==> config.mk <==
export PLATFORM = sky130hd
export DESIGN_NAME = sirv_expl_axi_mst
export DESIGN_NICKNAME = d
export VERILOG_FILES = /design/src/rtl/sirv_expl_axi_mst.sv
export SDC_FILE = /design/constraint.sdc
export NUM_CORES = 1
export LEC_CHECK = 0
export ABC_CLOCK_PERIOD_IN_PS = 2600
export BUFFER_PORTS_ARGS = -buffer_cell sky130_fd_sc_hd__buf_4
export CAP_MARGIN = 20
export CORE_AREA = 2 2 166 168
export CTS_CLUSTER_DIAMETER = 100
export DETAILED_ROUTE_END_ITERATION = 12
export DIE_AREA = 0 0 168 170
export PLACE_DENSITY_LB_ADDON = 0.15
export SYNTH_ARGS = -nofsm -noshare
export SYNTH_HDL_FRONTEND = slang
export SYNTH_SLANG_ARGS = --single-unit
==> constraint.sdc <==
create_clock -name clk -period 2.6 [get_ports clk]
set_clock_uncertainty 0.1 [all_clocks]
set_input_delay 0.26 -clock clk [delete_from_list [all_inputs] [get_ports clk]]
set_output_delay 0.26 -clock clk [all_outputs]
set_load 0.1 [all_outputs]
==> src/rtl/sirv_expl_axi_mst.sv <==
// sirv_expl_axi_mst: ICB-to-AXI single-beat initiator, one outstanding; SIRV_EXPL_AXI_MST_TIMEOUT_EN adds a response timeout
module sirv_expl_axi_mst #(
    parameter int AW     = 32,
    parameter int DW     = 64,
    parameter int TO_CYC = 255
) (
    input  logic            clk,
    input  logic            rst_n,
    input  logic            icb_cmd_valid,
    output logic            icb_cmd_ready,
    input  logic [AW-1:0]   icb_cmd_addr,
    input  logic            icb_cmd_read,
    input  logic [DW-1:0]   icb_cmd_wdata,
    input  logic [DW/8-1:0] icb_cmd_wmask,
    output logic            icb_rsp_valid,
    input  logic            icb_rsp_ready,
    output logic [DW-1:0]   icb_rsp_rdata,
    output logic            icb_rsp_err,
    output logic            axi_arvalid,
    input  logic            axi_arready,
    output logic [AW-1:0]   axi_araddr,
    output logic [7:0]      axi_arlen,
    output logic [2:0]      axi_arsize,
    output logic [1:0]      axi_arburst,
    output logic            axi_arcache,
    output logic            axi_arprot,
    output logic            axi_arlock,
    output logic            axi_awvalid,
    input  logic            axi_awready,
    output logic [AW-1:0]   axi_awaddr,
    output logic [7:0]      axi_awlen,
    output logic [2:0]      axi_awsize,
    output logic [1:0]      axi_awburst,
    output logic            axi_awcache,
    output logic            axi_awprot,
    output logic            axi_awlock,
    output logic            axi_wvalid,
    input  logic            axi_wready,
    output logic [DW-1:0]   axi_wdata,
    output logic [DW/8-1:0] axi_wstrb,
    output logic            axi_wlast,
    input  logic            axi_rvalid,
    output logic            axi_rready,
    input  logic [DW-1:0]   axi_rdata,
    input  logic [1:0]      axi_rresp,
    input  logic            axi_rlast,
    input  logic            axi_bvalid,
    output logic            axi_bready,
    input  logic [1:0]      axi_bresp
);
`ifdef SIRV_EXPL_AXI_MST_TIMEOUT_EN
    typedef enum logic [2:0] {IDLE, RADDR, RDATA, WREQ, WRESP, RSP, DRAIN} state_t;
`else
    typedef enum logic [2:0] {IDLE, RADDR, RDATA, WREQ, WRESP, RSP} state_t;
`endif
    state_t state, state_nx;
    logic [AW-1:0]   addr;
    logic [DW-1:0]   wdata;
    logic [DW/8-1:0] wmask;
    logic [DW-1:0]   rdata;
    logic            err, aw_done, w_done, in_drain, to_hit, unused;
    logic            cmd_hs, aw_hs, w_hs, r_hs, b_hs;

    assign cmd_hs = icb_cmd_valid && icb_cmd_ready;
    assign aw_hs  = axi_awvalid && axi_awready;
    assign w_hs   = axi_wvalid && axi_wready;
    assign r_hs   = axi_rvalid && axi_rready;
    assign b_hs   = axi_bvalid && axi_bready;
    assign unused = axi_rlast | (TO_CYC == 0);

    assign axi_araddr    = addr;
    assign axi_awaddr    = addr;
    assign axi_wdata     = wdata;
    assign axi_wstrb     = wmask;
    assign axi_arlen     = 8'd0;
    assign axi_awlen     = 8'd0;
    assign axi_arsize    = 3'($clog2(DW / 8));
    assign axi_awsize    = 3'($clog2(DW / 8));
    assign axi_arburst   = 2'b01;
    assign axi_awburst   = 2'b01;
    assign axi_arcache   = 1'b0;
    assign axi_awcache   = 1'b0;
    assign axi_arprot    = 1'b0;
    assign axi_awprot    = 1'b0;
    assign axi_arlock    = 1'b0;
    assign axi_awlock    = 1'b0;
    assign axi_wlast     = 1'b1;
    assign icb_rsp_rdata = rdata;
    assign icb_rsp_err   = err;

`ifdef SIRV_EXPL_AXI_MST_TIMEOUT_EN
    logic [7:0] cnt;
    logic       pend, in_wait;
    assign in_wait  = state == RDATA || state == WRESP;
    assign in_drain = state == DRAIN;
    assign to_hit   = in_wait && cnt == 8'(TO_CYC - 1) && !r_hs && !b_hs;
    // Count cycles spent waiting for r/b; pend remembers a beat the slave still owes after a timeout
    always_ff @(posedge clk or negedge rst_n) begin
        if (!rst_n) begin
            cnt  <= '0;
            pend <= 1'b0;
        end else begin
            cnt <= in_wait ? cnt + 8'd1 : '0;
            if (to_hit) pend <= 1'b1;
            else if (in_drain && (r_hs || b_hs)) pend <= 1'b0;
        end
    end
`else
    assign in_drain = 1'b0;
    assign to_hit   = 1'b0;
`endif

    // Next state and channel handshake outputs, all decoded from state so they are glitch-free Moore signals
    always_comb begin
        state_nx      = state;
        icb_cmd_ready = state == IDLE;
        icb_rsp_valid = state == RSP;
        axi_arvalid   = state == RADDR;
        axi_awvalid   = state == WREQ && !aw_done;
        axi_wvalid    = state == WREQ && !w_done;
        axi_rready    = state == RDATA || in_drain;
        axi_bready    = state == WRESP || in_drain;
        case (state)
            IDLE:  if (icb_cmd_valid) state_nx = icb_cmd_read ? RADDR : WREQ;
            RADDR: if (axi_arready) state_nx = RDATA;
            RDATA: if (axi_rvalid || to_hit) state_nx = RSP;
            WREQ:  if ((aw_done || axi_awready) && (w_done || axi_wready)) state_nx = WRESP;
            WRESP: if (axi_bvalid || to_hit) state_nx = RSP;
`ifdef SIRV_EXPL_AXI_MST_TIMEOUT_EN
            RSP:   if (icb_rsp_ready) state_nx = pend ? DRAIN : IDLE;
            DRAIN: if (axi_rvalid || axi_bvalid) state_nx = IDLE;
`else
            RSP:   if (icb_rsp_ready) state_nx = IDLE;
`endif
            default: state_nx = IDLE;
        endcase
    end

    // State register, captured command, per-channel write handshake flags and response capture
    always_ff @(posedge clk or negedge rst_n) begin
        if (!rst_n) begin
            state   <= IDLE;
            addr    <= '0;
            wdata   <= '0;
            wmask   <= '0;
            rdata   <= '0;
            err     <= 1'b0;
            aw_done <= 1'b0;
            w_done  <= 1'b0;
        end else begin
            state <= state_nx;
            if (cmd_hs) begin
                addr    <= icb_cmd_addr;
                wdata   <= icb_cmd_wdata;
                wmask   <= icb_cmd_wmask;
                aw_done <= 1'b0;
                w_done  <= 1'b0;
            end
            if (aw_hs) aw_done <= 1'b1;
            if (w_hs) w_done <= 1'b1;
            if (state == RDATA && r_hs) begin
                rdata <= axi_rdata;
                err   <= axi_rresp != 2'b00;
            end else if (state == WRESP && b_hs) begin
                rdata <= '0;
                err   <= axi_bresp != 2'b00;
            end else if (to_hit) begin
                rdata <= '0;
                err   <= 1'b1;
            end
        end
    end
endmodule

Yosys cells after proc, flatten, opt, wreduce, memory -nomap -nowiden
Index checks and enable logic that the tools add are counted.
Operators by class
  $add $sub $neg: 0
  bitwise operators: 0
  shift-type cells: 0
  eq/ne operators: 11
  multiplexer cells: 15
  reduce and logical (&&, ||, !) cells: 21
  multiply operators: 0
  order comparisons: 0
  div/mod/pow operators: 0
Operator list (count)
  two-way mux 64 bit: 2
  two-way mux 3 bit: 6
  case mux 3 bit (6 select lines): 1
  logical AND 1 bit: 10
  nonzero test 2 bit: 5
  equality test 3 x 2 -> 1 bit (second input constant): 2
  equality test 3 bit (second input constant): 2
  != test 2 x 1 -> 1 bit (second input constant): 3
  != test 2 bit (second input constant): 3
  AND reduction 6 bit: 1
  two-way mux 1 bit: 5
  equality test 3 x 1 -> 1 bit (second input constant): 1
  logical NOT 3 bit: 1
  logical NOT 1 bit: 2
  logical OR 1 bit: 2
  two-way mux 2 bit: 1
Word-level totals
  memories kept: 0
  bits in latches: 0
  output and inout bits: 241
  RAM bits: 0
  bits in read-only memories: 0
  logic and storage cells: 55
  register bits after elaboration: 174

Logic depth before layout (Yosys ltp)
  depth after elaboration: 5
  gate-level depth with buffers: 6
  depth with buffers taken out: 3

Least setup slack after synthesis
No wires, ideal clock.
  kind: register to output
  from: reg state[2]
  to: out axi_bready
  slack: -690 ps
  path buffers: 1
  stages on the path, launching flop included: 3
  data required time: 2240 ps
  arrival: 2930 ps
  cells stage by stage: dfrtp_1 clkbuf_1 nor3b_1
Between the ends
  word-level cells in the longest chain between the ends: 1
Ends and longest elaborated chain
  start: declaration: line 56  | state_t state, state_nx;
  start signal: assignment: line 151  | state <= state_nx;
  equality test 3 bit: line 122  | axi_bready = state == WRESP || in_drain;
  end: declaration: line 48  | output logic axi_bready,
No other way between the ends.

Final worst setup path
  from: reg state[2]
  to: reg err (netlist: icb_rsp_err)
Between the ends
  word-level cells in the longest chain between the ends: 4
  elaborated cells between the ends (all ways): 8
  those cells by class: 2 x eq/ne; 1 x mux; 5 x reduce/logical
Ends and longest elaborated chain
  equality test 3 x 2 -> 1 bit / equality test 3 bit (equally long branches)
  logical AND 1 bit, on equally long branches: line 67, 68
  logical AND 1 bit, on equally long branches: line 161, 164
  two-way mux 1 bit / nonzero test 2 bit (equally long branches)
  end signal: assignment: line 163  | err <= axi_rresp != 2'b00;
  end signal: assignment: line 166  | err <= axi_bresp != 2'b00;
  end signal: assignment: line 169  | err <= 1'b1;
  end: declaration: line 61  | logic err, aw_done, w_done, in_drain, to_hit, unused;
Several ways; a longest one is shown, not always the timed one.
A chain may end at the register's enable or synchronous reset.

==> qor.json <==
{
  "placement.setup.worst_slack": {"value": 0.633, "unit": "ns"},
  "cts.root.buffer_cell": {"value": "sky130_fd_sc_hd__clkbuf_16"},
  "finalCoreUtilization": {"value": 47.0, "unit": "%"},
  "synth_area_leader_cell": {"value": "sky130_fd_sc_hd__dfrtp_1"},
  "slew_viol_final": {"value": 0},
  "most_repeated_cell_in_the_gate_level_netlist_after_synthesis": {"value": "sky130_fd_sc_hd__dfrtp_1"},
  "cts.clk_slew.worst_paths": {"value": 0.08, "unit": "ns"},
  "grt_start_max_net_pins": {"value": 65},
  "floorplan.core_area": {"value": 26700, "unit": "um^2"},
  "cts_buffers": {"value": 17},
  "met2_length": {"value": 11.2, "unit": "mm"},
  "routed-via-count": {"value": 5735},
  "routed_wire_length_per_instance": {"value": 16.2, "unit": "um"},
  "post_cts.repair.setup_buffers": {"value": 0},
  "synthesis.instances": {"value": 476},
  "synth-edff-count": {"value": 0},
  "ys_seq_area_share": {"value": 59.4, "unit": "%"},
  "routedLengthMet1": {"value": 8.73, "unit": "mm"},
  "share_of_flip_flops_with_an_asynchronous_set_or_reset": {"value": 100, "unit": "%"},
  "num_io_pins": {"value": 424},
  "timing.final.hold_violations": {"value": 0},
  "drcViolationCount": {"value": 0},
  "combined_area_of_all_synthesized_cells": {"value": 7330, "unit": "um^2"},
  "netlist-cell-type-count": {"value": 34},
  "critical_path.startpoint_type": {"value": "register"},
  "layout-drive-gt1-share": {"value": 53.1, "unit": "%"},
  "fill_cell_total_of_the_finished_layout": {"value": 2401},
  "synth.top_cells.by_area": {"value": "sky130_fd_sc_hd__dfrtp_1 59%, sky130_fd_sc_hd__mux2_4 12%, sky130_fd_sc_hd__a22o_1 7.9%"},
  "viasPerCell": {"value": 4.22},
  "critPathArrivalTime": {"value": 2.46, "unit": "ns"},
  "whs": {"value": 0.0912, "unit": "ns"},
  "tritoncts_num_sinks": {"value": 174},
  "place_hpwl": {"value": 15.1, "unit": "mm"},
  "start_util": {"value": 27.5, "unit": "%"},
  "path_type_of_the_worst_setup_path": {"value": "register to register"},
  "first_pass_iters": {"value": 4},
  "grt_overflow": {"value": 0},
  "critical_path.max_fanout": {"value": 20},
  "cts.htree.levels": {"value": 4},
  "synth_largest_type_area_fraction": {"value": 59.4, "unit": "%"},
  "first_pass_grt_wire_length": {"value": 34.4, "unit": "mm"},
  "io_buffers": {"value": 389},
  "endpoint_kind": {"value": "register"},
  "wirelength": {"value": 22.1, "unit": "mm"},
  "gpl.final_weighted_congestion": {"value": 0.742},
  "post-route-min-period": {"value": 2.21, "unit": "ns"},
  "grt_setup_unrepaired": {"value": "no"},
  "ys.warnings.count": {"value": 0},
  "timing.max_cap.violations": {"value": 0},
  "drt_iter0_markers": {"value": 273},
  "die_area": {"value": 28600, "unit": "um^2"},
  "grt_pass1_vias": {"value": 6298},
  "share_of_the_clock_period_used_by_the_worst_path": {"value": 84.9, "unit": "%"},
  "met3WireLength": {"value": 1.77, "unit": "mm"},
  "post_detailed_route_count_of_antenna_violating_nets": {"value": 0},
  "setup_slack": {"value": 0.393, "unit": "ns"},
  "die_w": {"value": 168, "unit": "um"},
  "holdCritPathClass": {"value": "input pin to register"},
  "synth_ff_type": {"value": "sky130_fd_sc_hd__dfrtp_1"},
  "fp.dieH": {"value": 170, "unit": "um"},
  "finalSetupViolCount": {"value": 0},
  "clock_tree_from_tritoncts": {"value": "done"},
  "outcome": {"value": "finished clean"},
  "clock_latency": {"value": 0.42, "unit": "ns"},
  "num_antenna_cells": {"value": 0},
  "antenna_found_initial": {"value": 0},
  "ys_ff_latch": {"value": 174},
  "fp-row-count": {"value": 60},
  "cts_max_path_buffers": {"value": 2},
  "synth_area_per_cell": {"value": 15.4, "unit": "um^2"},
  "globalRouteTotalUtil": {"value": 15.4, "unit": "%"},
  "worst_ep_required_time": {"value": 2.85, "unit": "ns"},
  "max_freq": {"value": 453, "unit": "MHz"},
  "finalNetCount": {"value": 1188},
  "syn2layout_area_growth": {"value": 70.9, "unit": "%"},
  "synth_commonest_cells": {"value": "174 x sky130_fd_sc_hd__dfrtp_1, 69 x sky130_fd_sc_hd__buf_4, 66 x sky130_fd_sc_hd__a22o_1, 60 x sky130_fd_sc_hd__mux2_4, 45 x sky130_fd_sc_hd__mux2_2"},
  "route.top_layer_used": {"value": "met4"}
}
[logic make-up (layout without fill, tap and decap cells)]
| group | after synthesis | in the layout | synth area share [%] |
|---|---|---|---|
| multiplexers | 108 | 108 | 19.6 |
| AND/OR/NAND/NOR | 18 | 18 | 1.67 |
| other | 2 | 33 | 0.102 |
| buffers and inverters | 97 | 608 | 10.4 |
| flip-flops | 174 | 174 | 59.4 |
| AO/OA/AOI/OAI | 77 | 77 | 8.89 |
[state kept, by name (all words and copies together) (netlist names)]
register,flops
aw_done,1
axi_wstrb,8
state,3
icb_rsp_rdata,64
w_done,1
icb_rsp_err,1
axi_araddr,32
axi_wdata,64
[cells in the final DEF, fill, tap and decap left out, drive strengths merged]
cell | synthesis | final
nor3 | 2 | 2
clkinvlp | 0 | 2
bufinv | 0 | 1
o21bai | 1 | 1
a211oi | 2 | 2
conb | 2 | 33
a21oi | 2 | 2
and3b | 2 | 2
and2 | 1 | 1
nand2 | 1 | 1
dfrtp | 174 | 174
o22ai | 1 | 1
nor3b | 2 | 2
nor2 | 3 | 3
inv | 3 | 10
and4bb | 1 | 1
nand3 | 1 | 1
a221oi | 1 | 1
or2 | 1 | 1
mux2i | 3 | 3
o21ai | 2 | 2
buf | 90 | 400
clkbuf | 4 | 18
mux2 | 105 | 105
nand3b | 1 | 1
nor4bb | 1 | 1
o221ai | 1 | 1
a22o | 66 | 66
a22oi | 1 | 1
and3 | 1 | 1
dlygate4sd3 | 0 | 173
nor2b | 1 | 1
clkinv | 0 | 4
[routing by layer]
metal	track usage (%)	up-vias
li1	-	2660
met1	18.1	2793
met2	26.6	259
met3	5.12	23
met4	4.69	0
met5	0	-
[final timing paths]
kind / start / end / slack, ns / cells past startpoint
hold reg to reg: icb_rsp_rdata[24]$_DFFE_PN0P_ / icb_rsp_rdata[24]$_DFFE_PN0P_ / 0.40 / 1
hold / removal: icb_rsp_ready / state[2]$_DFFE_PN0P_ / 0.09 / 4
setup / recovery: state[2]$_DFFE_PN0P_ / icb_rsp_err$_DFFE_PN0P_ / 0.39 / 5
setup reg to reg: state[2]$_DFFE_PN0P_ / icb_rsp_err$_DFFE_PN0P_ / 0.39 / 5
min in group asynchronous: rst_n / axi_araddr[18]$_DFFE_PN0P_ / 0.23 / 2
max in group asynchronous: rst_n / axi_wdata[9]$_DFFE_PN0P_ / 1.45 / 3
[layout make-up]
cell class | count | area, um^2 | share of cell area [%]
repair buffers | 573 | 4810 | 38.4
clock inverters | 14 | 153 | 1.22
flip-flops and latches | 174 | 4350 | 34.7
well taps | 341 | 427 | 3.40
inverters | 3 | 11.3 | 0.0898
clock buffers | 18 | 429 | 3.42
multi-input cells | 236 | 2350 | 18.7
[stage by stage]
stage	instances	setup TNS, ns	instance area (um^2)
floorplan	507	-27.01	7450
global placement	1154	0	10200
detailed placement	1154	0	10200
CTS	1359	0	12500
global route	1359	0	12500
finish	1359	0	12500
[worst max-delay path, cell delays in order (launching register included)]
cell and delay, ns:
sky130_fd_sc_hd__dfrtp_1 0.39, sky130_fd_sc_hd__buf_4 0.19, sky130_fd_sc_hd__and4bb_2 0.64, sky130_fd_sc_hd__o21ai_0 0.17, sky130_fd_sc_hd__dlygate4sd3_1 0.58, sky130_fd_sc_hd__o21ai_0 0.07
[what timing repair did]
action | CTS | global route
endpoints found under the hold margin | 213 | 0
hold buffers | 173 | 0
gates resized for setup | 0 | 0
Power is not shown: default switching activity piles up to over one toggle a cycle in this logic, so the estimate is an artifact.
